File: config.mk
export PLATFORM = sky130hd
export DESIGN_NAME = round_robin_quantum_arbiter_flat
export DESIGN_NICKNAME = d
export VERILOG_FILES = /design/src/rtl/round_robin_quantum_arbiter_pkg.sv /design/src/rtl/round_robin_quantum_arbiter_if.sv /design/src/rtl/round_robin_quantum_arbiter_rr_pick.sv /design/src/rtl/round_robin_quantum_arbiter.sv /design/src/flat_wrapper.sv
export SDC_FILE = /design/constraint.sdc
export NUM_CORES = 1
export LEC_CHECK = 0
export ABC_AREA = 1
export CAP_MARGIN = 0
export CORE_MARGIN = 2
export CORE_UTILIZATION = 28
export DETAILED_ROUTE_END_ITERATION = 6
export GPL_ROUTABILITY_DRIVEN = 0
export SLEW_MARGIN = 30
export SYNTH_ARGS = -nofsm -noshare
export SYNTH_HDL_FRONTEND = slang
export SYNTH_HIERARCHICAL = 1
export SYNTH_SLANG_ARGS = --single-unit
File: constraint.sdc
create_clock -name clk -period 3.96 [get_ports clk]
set_input_delay 0.792 -clock clk [delete_from_list [all_inputs] [get_ports clk]]
set_output_delay 0.792 -clock clk [all_outputs]
set_load 0.02 [all_outputs]
File: src/rtl/round_robin_quantum_arbiter_pkg.sv
// rtl/round_robin_quantum_arbiter_pkg.sv - shared types and widths for the quantum arbiter
package round_robin_quantum_arbiter_pkg;

    localparam int NUM_REQ = 4;
    localparam int PTR_W   = 2;
    localparam int CNT_W   = 4;

    typedef enum logic {
        ST_IDLE  = 1'b0,
        ST_GRANT = 1'b1
    } arb_state_t;

endpackage

File: src/rtl/round_robin_quantum_arbiter_if.sv
// rtl/round_robin_quantum_arbiter_if.sv - request/grant bundle between requesters and arbiter
interface round_robin_quantum_arbiter_if;
    import round_robin_quantum_arbiter_pkg::*;

    logic [NUM_REQ-1:0] req;
    logic [NUM_REQ-1:0] gnt;
    logic [PTR_W-1:0]   gnt_id;
    logic               busy;
    logic [CNT_W-1:0]   slot_cnt;

    modport master (output req, input gnt, input gnt_id, input busy, input slot_cnt);
    modport slave  (input req, output gnt, output gnt_id, output busy, output slot_cnt);
endinterface

File: src/rtl/round_robin_quantum_arbiter_rr_pick.sv
// rtl/round_robin_quantum_arbiter_rr_pick.sv - first set request bit at or after start, wrapping
module rr_pick
    import round_robin_quantum_arbiter_pkg::*;
(
    input  logic [NUM_REQ-1:0] req,
    input  logic [PTR_W-1:0]   start,
    output logic               found,
    output logic [PTR_W-1:0]   idx
);

    logic [PTR_W-1:0] cand;

    // Walk from the farthest offset down so the nearest set bit wins.
    always_comb begin
        found = 1'b0;
        idx   = start;
        cand  = '0;
        for (int i = NUM_REQ - 1; i >= 0; i--) begin
            cand = start + PTR_W'(i);
            if (req[cand]) begin
                found = 1'b1;
                idx   = cand;
            end
        end
    end

endmodule

File: src/rtl/round_robin_quantum_arbiter.sv
// rtl/round_robin_quantum_arbiter.sv - round-robin arbiter with per-owner grant quantum
module round_robin_quantum_arbiter
    import round_robin_quantum_arbiter_pkg::*;
#(
    parameter int QUANTUM = 4
) (
    input  logic                          clk,
    input  logic                          rst_n,
    round_robin_quantum_arbiter_if.slave  bus
);

    localparam logic [CNT_W-1:0] QMAX = CNT_W'(QUANTUM);

    arb_state_t         state_q, state_d;
    logic [PTR_W-1:0]   owner_q, owner_d;
    logic [PTR_W-1:0]   last_q, last_d;
    logic [CNT_W-1:0]   cnt_q, cnt_d;

    logic [NUM_REQ-1:0] owner_onehot;
    logic [NUM_REQ-1:0] pick_req;
    logic [PTR_W-1:0]   pick_start;
    logic               pick_found;
    logic [PTR_W-1:0]   pick_idx;

    assign owner_onehot = NUM_REQ'(1) << owner_q;
    // While granted the owner sits at the end of the search order; masking it
    // makes "found" mean "someone else is waiting".
    assign pick_req     = (state_q == ST_GRANT) ? (bus.req & ~owner_onehot) : bus.req;
    assign pick_start   = last_q + PTR_W'(1);

    rr_pick u_pick (
        .req   (pick_req),
        .start (pick_start),
        .found (pick_found),
        .idx   (pick_idx)
    );

    always_ff @(posedge clk or negedge rst_n) begin
        if (!rst_n) begin
            state_q <= ST_IDLE;
            owner_q <= '0;
            last_q  <= PTR_W'(NUM_REQ - 1);
            cnt_q   <= '0;
        end else begin
            state_q <= state_d;
            owner_q <= owner_d;
            last_q  <= last_d;
            cnt_q   <= cnt_d;
        end
    end

    always_comb begin
        state_d = state_q;
        owner_d = owner_q;
        last_d  = last_q;
        cnt_d   = cnt_q;
        if (state_q == ST_IDLE) begin
            if (pick_found) begin
                state_d = ST_GRANT;
                owner_d = pick_idx;
                last_d  = pick_idx;
                cnt_d   = CNT_W'(1);
            end
        end else begin
            if (!bus.req[owner_q] || (cnt_q >= QMAX)) begin
                if (pick_found) begin
                    owner_d = pick_idx;
                    last_d  = pick_idx;
                    cnt_d   = CNT_W'(1);
                end else if (bus.req[owner_q]) begin
                    cnt_d   = CNT_W'(1);
                end else begin
                    state_d = ST_IDLE;
                    cnt_d   = '0;
                end
            end else begin
                cnt_d = cnt_q + CNT_W'(1);
            end
        end
    end

    assign bus.busy     = (state_q == ST_GRANT);
    assign bus.gnt      = bus.busy ? owner_onehot : '0;
    assign bus.gnt_id   = bus.busy ? owner_q : '0;
    assign bus.slot_cnt = cnt_q;

endmodule

File: src/flat_wrapper.sv
// flat-port wrapper written by rule: the top's interface ports become plain ports
module round_robin_quantum_arbiter_flat import round_robin_quantum_arbiter_pkg::*;
#(
    parameter int QUANTUM = 4
)
  (clk, rst_n, bus_req, bus_gnt, bus_gnt_id, bus_busy, bus_slot_cnt);
  round_robin_quantum_arbiter_if bus_i ();
  input  logic clk;
  input  logic rst_n;
  input wire logic [$bits(bus_i.req)-1:0] bus_req;
  output wire logic [$bits(bus_i.gnt)-1:0] bus_gnt;
  output wire logic [$bits(bus_i.gnt_id)-1:0] bus_gnt_id;
  output wire logic [$bits(bus_i.busy)-1:0] bus_busy;
  output wire logic [$bits(bus_i.slot_cnt)-1:0] bus_slot_cnt;
  assign bus_i.req = bus_req;
  assign bus_gnt = bus_i.gnt;
  assign bus_gnt_id = bus_i.gnt_id;
  assign bus_busy = bus_i.busy;
  assign bus_slot_cnt = bus_i.slot_cnt;
  round_robin_quantum_arbiter #(.QUANTUM(QUANTUM)) u_core (.clk(clk), .rst_n(rst_n), .bus(bus_i));
endmodule
Word-level counts from Yosys, hierarchy flattened:

Index checks and enable logic that the tools add are counted.

* flip-flop bits (word level): 9
* input bits: 6
* output and inout bits: 11
* logic and storage cells: 59

* add/subtract/negate cells: 5
* magnitude comparators: 6
* eq/ne operators: 1
* shift-type cells: 1
* muxes and demuxes: 37
* bitwise operators: 2
* reductions and logical operators: 3

Operators by type and width (number)
* $mux 4: 6
* $mux 2: 11
* $lt 2x3->1 const B: 5
* $mux 1: 15
* $bmux 1 s2: 5
* $add 2x1->2 const B: 2
* $add 2x2->2 const B: 2
* $add 4x1->4 const B: 1
* $and 4x4->4: 1
* $ge 4x3->1 const B: 1
* $not 4->4: 1
* $shl 1x2->4 const A: 1
* $ne 2x2->1 const B: 1
* $reduce_bool 2->1: 1
* $logic_not 1->1: 1
* $logic_or 1x1->1: 1

Longest topological paths before layout:

Gate-level depths: netlist (run 1).

* word-level depth: 13
* depth in mapped cells: 16
* gate-level depth less buffers: 16

By module:

The synthesis (run 1) kept the hierarchy.

Modules (own cells, without submodules)
* round_robin_quantum_arbiter: times used 1, cells an instance 68, area each 503.0 sq um, seq. area each 227.7 sq um
* rr_pick: times used 1, cells an instance 53, area each 234.0 sq um, seq. area each 0.0 sq um

Worst setup path before layout (run 1):

OpenSTA, ideal clock, no wires.

* path kind: register -> register
* start point: reg u_core.state_q (netlist: u_core/bus.busy)
* end point: reg u_core.cnt_q[1] (netlist: u_core/bus.slot_cnt[1])
* library setup time: 0.083 ns
* arrival: 1.999 ns
* required time: 3.877 ns
* setup slack: 1.878 ns
* cell stages (with the launch flop): 14
* path buffers: 1
* clock period less this slack: 2.082 ns
* cell sequence: dfrtp_1 > buf_2 > nand2_1 > nor2_1 > nor2_1 > inv_1 > nand2_1 > nand3_1 > nand2_1 > nor2_1 > nand3_1 > nor2_1 > nand2_1 > o21ai_0

* longest elaborated chain between the ends: 8
* elaborated cells on any way between the ends: 15
* those cells by class: 14 x mux; 1 x reduce/logical

Ends and longest elaborated chain
* start, declared: RTL line round_robin_quantum_arbiter.sv:14 `arb_state_t state_q, state_d;`
* start signal, assigned: RTL line round_robin_quantum_arbiter.sv:45 `state_q <= state_d;`
* $mux 4 (*): RTL line round_robin_quantum_arbiter.sv:28 `assign pick_req = (state_q == ST_GRANT) ? (bus.req & ~owner_onehot) : bus.req;`
* net u_core.pick_req[1]: RTL line round_robin_quantum_arbiter.sv:20 `logic [NUM_REQ-1:0] pick_req;`
* $bmux 1 s2: RTL line round_robin_quantum_arbiter_rr_pick.sv:20 `if (req[cand]) begin`
* $mux 1 (not written as such): RTL line round_robin_quantum_arbiter_rr_pick.sv:20
* $mux 1 (3 in series): RTL line round_robin_quantum_arbiter_rr_pick.sv:20
* $mux 1 (*): RTL line round_robin_quantum_arbiter_rr_pick.sv:20
* net u_core.pick_found: RTL line round_robin_quantum_arbiter.sv:22 `logic pick_found;`
* $reduce_bool 2->1 (no line) (*)
* end signal, assigned: RTL line round_robin_quantum_arbiter.sv:48 `cnt_q <= cnt_d;`
* end, declared: RTL line round_robin_quantum_arbiter.sv:17 `logic [CNT_W-1:0] cnt_q, cnt_d;`

The timed path passes the listed nets; every way through them passes the cells marked *. The select of a mux whose other input is x is not followed.
A chain may end at the register's enable or synchronous reset.

Worst setup path in the final report (run 1):

* start point: reg u_core.state_q (netlist: u_core/bus.busy)
* end point: out bus_gnt[1]

* longest elaborated chain between the ends: 1

Ends and longest elaborated chain
* $mux 4: RTL line round_robin_quantum_arbiter.sv:83 `assign bus.gnt = bus.busy ? owner_onehot : '0;`
* end, declared: RTL line flat_wrapper.sv:11 `output wire logic [$bits(bus_i.gnt)-1:0] bus_gnt;`

No other way between the ends.

==> impl_metrics.csv, run 1 <==
group,metric,value,unit
outcome,run_status,"finished, final reports clean",
drt,number_of_vias_after_detailed_routing,753,
timing,maxClockFrequency,397.5,MHz
floorplan,core_area,2477,um2
timing,setup_viol_count_final,0,
critical_path,critical_path.max_fanout,9,
timing,final_max_slew_violation_count,0,
cells_and_area,layout_commonest_cell,"sky130_fd_sc_hd__nand2_1",
yosys,synth-xor-area-share,1.188,%
timing,min_period_over_period,63.53,%
cells_and_area,mostFrequentLayoutCells,"50 x sky130_fd_sc_hd__nand2_1, 21 x sky130_fd_sc_hd__inv_1, 16 x sky130_fd_sc_hd__clkdlybuf4s50_1",
drt,post_drt_via_cell_ratio,4.456,
grt,antenna_found_initial,0,
cells_and_area,n_antenna_cell,0,
cells_and_area,layout.filler_cells,275,
yosys,post_synthesis_compound_gate_area_fraction,5.433,%
min_path,timing.hold.worst.class,"reg -> reg",
grt,global_route.overflow_total,0,
cts,clockRootBuffer,"sky130_fd_sc_hd__clkbuf_4",
drt,drt_wl_total,1627,um
yosys,netlist-cell-type-count,21,
cells_and_area,multiInputGateArea,400.4,um2
job,drv_cap,0,
timing,finalSetupTns,0,ns
grt,first_pass_grt_wire_length,2842,um
cts,clock-sinks,9,
placed_design,detailed_place_hpwl,1316,um
grt,global_route.usage.total,11.09,%
cts,numCtsBuffers,3,
timing,report.final.hold_viol_count,0,
cts,worst_setup_hold_path_clk_slew,0.06,ns
timing,worst_slack,1.444,ns
timing,timing.clock.skew,0.003616,ns
yosys,synth.avg_cell_area,6.091,um2
drt,ant_nets,0,
floorplan,io-pin-count,17,
cts,post_cts_resize_count,0,
timing,clock_period_minus_worst_slack,2.516,ns
yosys,ys_seq_area_share,30.90,%
yosys,synth_cells,121,
drt,firstDrtPassIters,4,
drt,route.detailed.drc,0,
floorplan,fp.dieW,55.30,um
cts,cts.repair_timing.setup_buffer_count,0,
critical_path,startpoint_type,"flop",
critical_path,crit_path_end_kind,"primary output",
timing,max-slew-margin-rel,72.84,%
cts,cts_hold_buf,0,
cts,tritoncts,"yes",
yosys,synth_fp_nets,128,
drt,drt-wirelength-per-cell,9.627,um
critical_path,timing.reg2reg.worst_path_depth,11,
critical_path,criticalPathCategory,"reg -> out",
cts,clk-insertion-delay-late,0.25,ns
critical_path,critPathArrivalTime,1.72,ns
cells_and_area,post_layout_nonfiller_instances,169,
yosys,yosys_warnings,6,
cells_and_area,area_delta_synth_final,28.18,%
yosys,ys_ff_latch,9,
yosys,synth_area,737.0,um2
cells_and_area,post_route_cells_drive_above_1_share,10.07,%
timing,actual_slew_at_the_worst_max_slew_pin,0.4060,ns
yosys,post_synth_fa_ha_maj_area_fraction,1.698,%
cells_and_area,layout.core_utilization,38.13,%
floorplan,std_cell_rows,18,
cells_and_area,area.sequential,227.7,um2
placed_design,dp_worst_setup_slack,1.480,ns
cts,ctsHtreeMaxLevel,1,
floorplan,initial_core_util,29.75,%
floorplan,dieArea,3058,um2
placed_design,io_buffer_count,16,
grt,grt_pass1_vias,693,
cts,clk_path_buf_depth,2,
yosys,synth_top_family_by_area,"simple AND/OR/NAND/NOR gates",
grt,grt_max_degree,11,
timing,rsz0062_at_grt,"false",
yosys,synthMuxAreaShare,0,%
drt,drt_first_iter_violations,18,
floorplan,floorplan.die.height,55.30,um
min_path,worstHoldPathCells,2,
placed_design,placedCellCount,165,
critical_path,timing.critical_path.required,3.17,ns
yosys,synthSimpleGateAreaFrac,46.01,%
cells_and_area,nets,147,
==> path summary, 6_finish.rpt <==
kind	from	end	slack [ns]
max	u_core/bus.busy	bus_gnt[1]	1.44
min	u_core/last_q[1]	u_core/last_q[1]	0.47
max reg2reg	u_core/last_q[0]	u_core/bus.slot_cnt[2]	1.90
min reg2reg	u_core/last_q[1]	u_core/last_q[1]	0.47
max in group asynchronous	rst_n	u_core/last_q[0]	2.81
min in group asynchronous	rst_n	u_core/bus.slot_cnt[0]	0.83
==> cell type report <==
| class | instances | share of cell area, % |
|---|---|---|
| clock buffer | 4 | 2.781 |
| inverter | 24 | 9.801 |
| multi-input combinational | 86 | 42.38 |
| sequential | 9 | 24.11 |
| tap | 30 | 3.974 |
| timing repair buffer | 16 | 16.95 |
==> synth_stat cells (all sizes together) <==
cell type	count	share of area, %
inv	24	13
xor2	1	1.2
o21ai	5	3.4
dfstp	2	7.1
ha	1	1.7
nor3b	1	1.0
dfrtp	7	24
nand2	53	28
nor2	11	5.6
buf	2	2.2
o21bai	1	1.0
nand3	11	11
nand4	1	0.85
a21boi	1	1.0
==> cell families after synthesis <==
kind of cell,count (synthesis)
and+or+nand+nor,77
buffers and inverters,26
DFF,9
AOI/OAI and AO/OA,7
xor gates and xnor gates,1
adders and majority gates,1
==> metal layers <==
layer / up-vias / routed length, um / track usage [%]
met1: 334 / 817 / 15.99
met2: 19 / 717 / 16.16
li1: 400 / - / -
met5: - / 0 / 0
met3: 0 / 92 / 1.874
met4: 0 / 0 / 4.878
==> through the flow <==
stage	hold slack, ns	cell area, um2
3_5_place_dp	0.4634	918.4
3_3_place_gp	0.4603	918.4
4_1_cts	0.4725	944.7
2_1_floorplan	0.4485	737.0
6_report	0.4663	944.7
5_1_grt	0.4924	944.7
==> registers in the layout, indices dropped and copies added, names as in the netlist <==
name	flops
u_core/owner_q	2
u_core/bus.busy	1
u_core/bus.slot_cnt	4
u_core/last_q	2
==> worst max-delay path: stages, from the launching register on <==
cell and delay (ns):
sky130_fd_sc_hd__dfrtp_1 0.53, sky130_fd_sc_hd__nand2_1 0.17, sky130_fd_sc_hd__nor2_1 0.16, sky130_fd_sc_hd__clkdlybuf4s50_1 0.62
Power of run 1 is not shown: default switching activity piles up to over one toggle a cycle in this logic, so the estimate is an artifact.
==> inputs of run 2 (changes only) <==
==> constraint.sdc (replaced) <==
create_clock -name clk -period 2.2 [get_ports clk]
set_input_delay 0.44 -clock clk [delete_from_list [all_inputs] [get_ports clk]]
set_output_delay 0.44 -clock clk [all_outputs]
set_load 0.02 [all_outputs]
==> impl_metrics.csv, run 2 (synthesis gave the netlist of run 1 again) <==
group,metric,value,unit
outcome,run_status,"finished, final reports clean",
grt,global_route_hottest_layer,"met2",
grt,grt.met3_usage,1.639,%
timing,finalSetupTns,0,ns
cells_and_area,area.sequential,227.7,um2
timing,clock_period_minus_worst_slack,2.019,ns
floorplan,floorplan.die.height,55.30,um
grt,global_route.overflow_total,0,
cells_and_area,final_design_area_no_fill,959.7,um2
grt,antenna_found_initial,0,
cts,clock-sinks,9,
floorplan,initial_core_util,29.75,%
min_path,worst_hold_startpoint,"u_core/last_q[1]",
cells_and_area,mostFrequentLayoutCells,"50 x sky130_fd_sc_hd__nand2_1, 21 x sky130_fd_sc_hd__inv_1, 16 x sky130_fd_sc_hd__clkdlybuf4s50_1",
cts,cts_hold_buf,0,
critical_path,crit_path_from,"u_core/owner_q[0]",
grt,first_pass_grt_wire_length,2801,um
cells_and_area,nets,149,
min_path,worstHoldPathCells,2,
critical_path,crit_path_end_kind,"primary output",
cells_and_area,layout.filler_cells,276,
drt,route.detailed.drc,0,
drt,drt-wirelength-per-cell,9.579,um
cells_and_area,largest_register_ff_count,4,
cells_and_area,post_route_cells_drive_above_1_share,11.35,%
cts,clockRootBuffer,"sky130_fd_sc_hd__clkbuf_4",
cts,cts.repair_timing.setup_buffer_count,0,
cells_and_area,n_antenna_cell,0,
timing,worst_slack,0.1814,ns
cts,ctsHtreeMaxLevel,1,
grt,global_route.usage.total,11.02,%
drt,number_of_vias_after_detailed_routing,748,
critical_path,criticalPathCategory,"reg -> out",
cts,tritoncts,"yes",
timing,rsz0062_at_grt,"false",
grt,grt_max_degree,11,
cts,numCtsBuffers,3,
critical_path,startpoint_type,"flop",
drt,drt_wl_total,1638,um
timing,timing.clock.skew,0.002468,ns
critical_path,r2r_path_start,"u_core/last_q[0]",
cells_and_area,multiInputGateArea,400.4,um2
floorplan,core_area,2477,um2
grt,grt_pass1_vias,659,
cts,clk_path_buf_depth,2,
grt,met1_usage,14.91,%
drt,drt_first_iter_violations,26,
cts,clk-insertion-delay-late,0.25,ns
critical_path,timing.reg2reg.worst_path_depth,11,
placed_design,detailed_place_hpwl,1318,um
drt,ant_nets,0,
cells_and_area,layout_commonest_cell,"sky130_fd_sc_hd__nand2_1",
timing,actual_slew_at_the_worst_max_slew_pin,0.3891,ns
grt,grt.met2_usage,18.71,%
critical_path,critical_path.max_fanout,6,
floorplan,fp.dieW,55.30,um
floorplan,std_cell_rows,18,
timing,final_max_slew_violation_count,0,
cts,worst_setup_hold_path_clk_slew,0.06,ns
timing,max-slew-margin-rel,73.98,%
timing,setup_viol_count_final,0,
timing,min_period_over_period,91.75,%
drt,firstDrtPassIters,4,
timing,maxClockFrequency,495.4,MHz
cells_and_area,area_delta_synth_final,30.22,%
critical_path,critPathCapture,"bus_gnt[0]",
floorplan,dieArea,3058,um2
drt,post_drt_via_cell_ratio,4.374,
critical_path,crit_reg_reg_endpoint,"u_core/bus.slot_cnt[1]",
placed_design,placed_cell_area,933.4,um2
critical_path,timing.critical_path.required,1.76,ns
job,drv_cap,0,
min_path,timing.hold.worst.class,"reg -> reg",
timing,report.final.hold_viol_count,0,
critical_path,critPathArrivalTime,1.58,ns
placed_design,dp_worst_setup_slack,0.1058,ns
cts,post_cts_resize_count,0,
floorplan,io-pin-count,17,
placed_design,io_buffer_count,16,
critical_path,r2r_slack,0.32,ns
## run 2: changes by cell type in the layout (fill, tap and decap cells not counted)
| cell | before | now |
|---|---|---|
| sky130_fd_sc_hd__buf_4 | 0 | 2 |
## run 2: layout make-up
cell class	count	area share, %
Timing Repair Buffer	18	18.25
Tap cell	30	3.911
Inverter	24	9.648
Sequential cell	9	23.73
Clock buffer	4	2.738
Multi-Input combinational cell	86	41.72
## run 2: stage by stage
step	hold slack (ns)	utilization, %	cells
after floorplan	0.1444	-	121
after global placement	0.4594	37.68	167
after detailed placement	0.4632	37.68	167
after CTS	0.4730	38.74	171
after global routing	0.5015	38.74	171
final	0.4695	38.74	171
## run 2: metal layers
layer | wire [um] | share of wire [%]
met4 | 0 | 0
met2 | 765 | 47
met1 | 835 | 51
met3 | 37 | 2.3
met5 | 0 | 0
## run 2: critical path: stages (launching register included)
cell and delay, ns:
sky130_fd_sc_hd__dfrtp_1 0.43, sky130_fd_sc_hd__inv_1 0.11, sky130_fd_sc_hd__nand2_1 0.06, sky130_fd_sc_hd__nor2_1 0.12
sky130_fd_sc_hd__clkdlybuf4s50_1 0.62
## run 2: how the worst min path moves through the flow
stage | slack (ns) | end
2_1_floorplan | 0.14 | u_core/bus.busy
3_3_place_gp | 0.46 | u_core/last_q[1]
3_5_place_dp | 0.46 | u_core/last_q[1]
4_1_cts | 0.47 | u_core/last_q[1]
5_1_grt | 0.50 | u_core/last_q[1]
6_report | 0.47 | u_core/last_q[1]
Power of run 2 is left out for the same reason.
==> inputs of run 3 (changes only) <==
--- a/config.mk
+++ b/config.mk
@@ -7,11 +7,10 @@
 export LEC_CHECK = 0
 export ABC_AREA = 1
 export CAP_MARGIN = 0
-export CORE_MARGIN = 2
 export CORE_UTILIZATION = 28
 export DETAILED_ROUTE_END_ITERATION = 6
 export GPL_ROUTABILITY_DRIVEN = 0
-export SLEW_MARGIN = 30
+export SLEW_MARGIN = 10
 export SYNTH_ARGS = -nofsm -noshare
 export SYNTH_HDL_FRONTEND = slang
 export SYNTH_HIERARCHICAL = 1
==> impl_metrics.csv, run 3 (synthesis gave the netlist of run 1 again) <==
group,metric,value,unit
cts,cts_hold_buf,0,
min_path,timing.hold.worst.class,"reg -> reg",
cells_and_area,n_antenna_cell,0,
cts,post_cts_resize_count,0,
floorplan,io-pin-count,17,
critical_path,critPathCapture,"bus_gnt[0]",
grt,global_route.usage.total,12.81,%
critical_path,criticalPathCategory,"reg -> out",
critical_path,crit_reg_reg_endpoint,"u_core/bus.slot_cnt[2]",
job,drv_cap,0,
placed_design,io_buffer_count,16,
timing,timing.clock.skew,0.003196,ns
critical_path,timing.reg2reg.worst_path_depth,11,
timing,clock_period_minus_worst_slack,2.017,ns
cts,clock-sinks,9,
floorplan,std_cell_rows,18,
timing,setup_viol_count_final,0,
cells_and_area,mostFrequentLayoutCells,"50 x sky130_fd_sc_hd__nand2_1, 21 x sky130_fd_sc_hd__inv_1, 16 x sky130_fd_sc_hd__clkdlybuf4s50_1",
grt,grt_pass1_vias,662,
grt,grt_max_degree,11,
cells_and_area,post_route_cells_drive_above_1_share,11.35,%
floorplan,floorplan.die.height,53.30,um
cells_and_area,multiInputGateArea,400.4,um2
cells_and_area,largest_register_ff_count,4,
critical_path,critical_path.max_fanout,6,
cts,numCtsBuffers,3,
timing,finalSetupTns,0,ns
critical_path,timing.critical_path.required,1.76,ns
cells_and_area,area.sequential,227.7,um2
floorplan,fp.dieW,53.30,um
cells_and_area,layout_commonest_cell,"sky130_fd_sc_hd__nand2_1",
critical_path,critPathArrivalTime,1.58,ns
grt,global_route.overflow_total,0,
critical_path,r2r_slack,0.30,ns
drt,route.detailed.drc,0,
critical_path,crit_path_end_kind,"primary output",
cts,clk_path_buf_depth,2,
floorplan,initial_core_util,29.75,%
cts,tritoncts,"yes",
cts,clockRootBuffer,"sky130_fd_sc_hd__clkbuf_4",
timing,min_period_over_period,91.66,%
timing,actual_slew_at_the_worst_max_slew_pin,0.4221,ns
timing,max-slew-margin-rel,71.77,%
floorplan,dieArea,2841,um2
cells_and_area,nets,149,
critical_path,crit_path_from,"u_core/owner_q[0]",
timing,maxClockFrequency,495.9,MHz
cells_and_area,post_layout_nonfiller_instances,171,
cts,cts.repair_timing.setup_buffer_count,0,
cts,clk-insertion-delay-late,0.25,ns
placed_design,detailed_place_hpwl,1285,um
cells_and_area,final_design_area_no_fill,959.7,um2
drt,firstDrtPassIters,4,
grt,antenna_found_initial,0,
timing,final_max_slew_violation_count,0,
cells_and_area,area_delta_synth_final,30.22,%
drt,ant_nets,0,
drt,number_of_vias_after_detailed_routing,747,
cells_and_area,layout.core_utilization,38.74,%
timing,rsz0062_at_grt,"false",
drt,drt_first_iter_violations,7,
critical_path,startpoint_type,"flop",
placed_design,placedCellCount,167,
cts,worst_setup_hold_path_clk_slew,0.06,ns
placed_design,placed_cell_area,933.4,um2
drt,drt-wirelength-per-cell,9.246,um
floorplan,core_area,2477,um2
critical_path,r2r_path_start,"u_core/last_q[0]",
drt,drt_wl_total,1581,um
cells_and_area,layout.filler_cells,269,
drt,post_drt_via_cell_ratio,4.368,
grt,first_pass_grt_wire_length,2635,um
outcome,run_status,"finished, final reports clean",
timing,report.final.hold_viol_count,0,
cts,ctsHtreeMaxLevel,1,
-- run 3: cell counts in the layout (fill, tap and decap cells not counted) --
Identical to the previous run, type by type.
-- run 3: final cells by class --
cell class | instances | share of cell area [%]
inverter | 24 | 9.648
tap | 30 | 3.911
timing repair buffer | 18 | 18.25
sequential | 9 | 23.73
clock buffer | 4 | 2.738
multi-input combinational | 86 | 41.72
-- run 3: per-layer routing --
metal	vias up	track usage, %	part of all wire, %
met2	7	20.83	45
met3	2	1.724	1.8
met5	-	0	0
met1	333	16.70	52
met4	0	5.263	0.76
li1	405	-	-
-- run 3: worst min path at each step --
stage / cells past startpoint / from / to
3_5_place_dp: 2 / u_core/last_q[1] / u_core/last_q[1]
6_report: 2 / u_core/last_q[1] / u_core/last_q[1]
5_1_grt: 2 / u_core/last_q[1] / u_core/last_q[1]
3_3_place_gp: 2 / u_core/last_q[1] / u_core/last_q[1]
4_1_cts: 2 / u_core/last_q[1] / u_core/last_q[1]
2_1_floorplan: 0 / rst_n / u_core/bus.busy
-- run 3: stage by stage --
| step | hold WS (ns) | worst slack [ns] |
|---|---|---|
| after floorplan | 0.1444 | 0.1184 |
| after global placement | 0.4610 | 0.1190 |
| after detailed placement | 0.4684 | 0.09124 |
| after CTS | 0.4781 | 0.1664 |
| after global routing | 0.4970 | 0.08525 |
| final | 0.4726 | 0.1834 |
-- run 3: critical path: stages, from the launching register on --
cell and delay, ns:
sky130_fd_sc_hd__dfrtp_1 0.43, sky130_fd_sc_hd__inv_1 0.11, sky130_fd_sc_hd__nand2_1 0.05, sky130_fd_sc_hd__nor2_1 0.12, sky130_fd_sc_hd__clkdlybuf4s50_1 0.62
Power of run 3 is left out for the same reason.
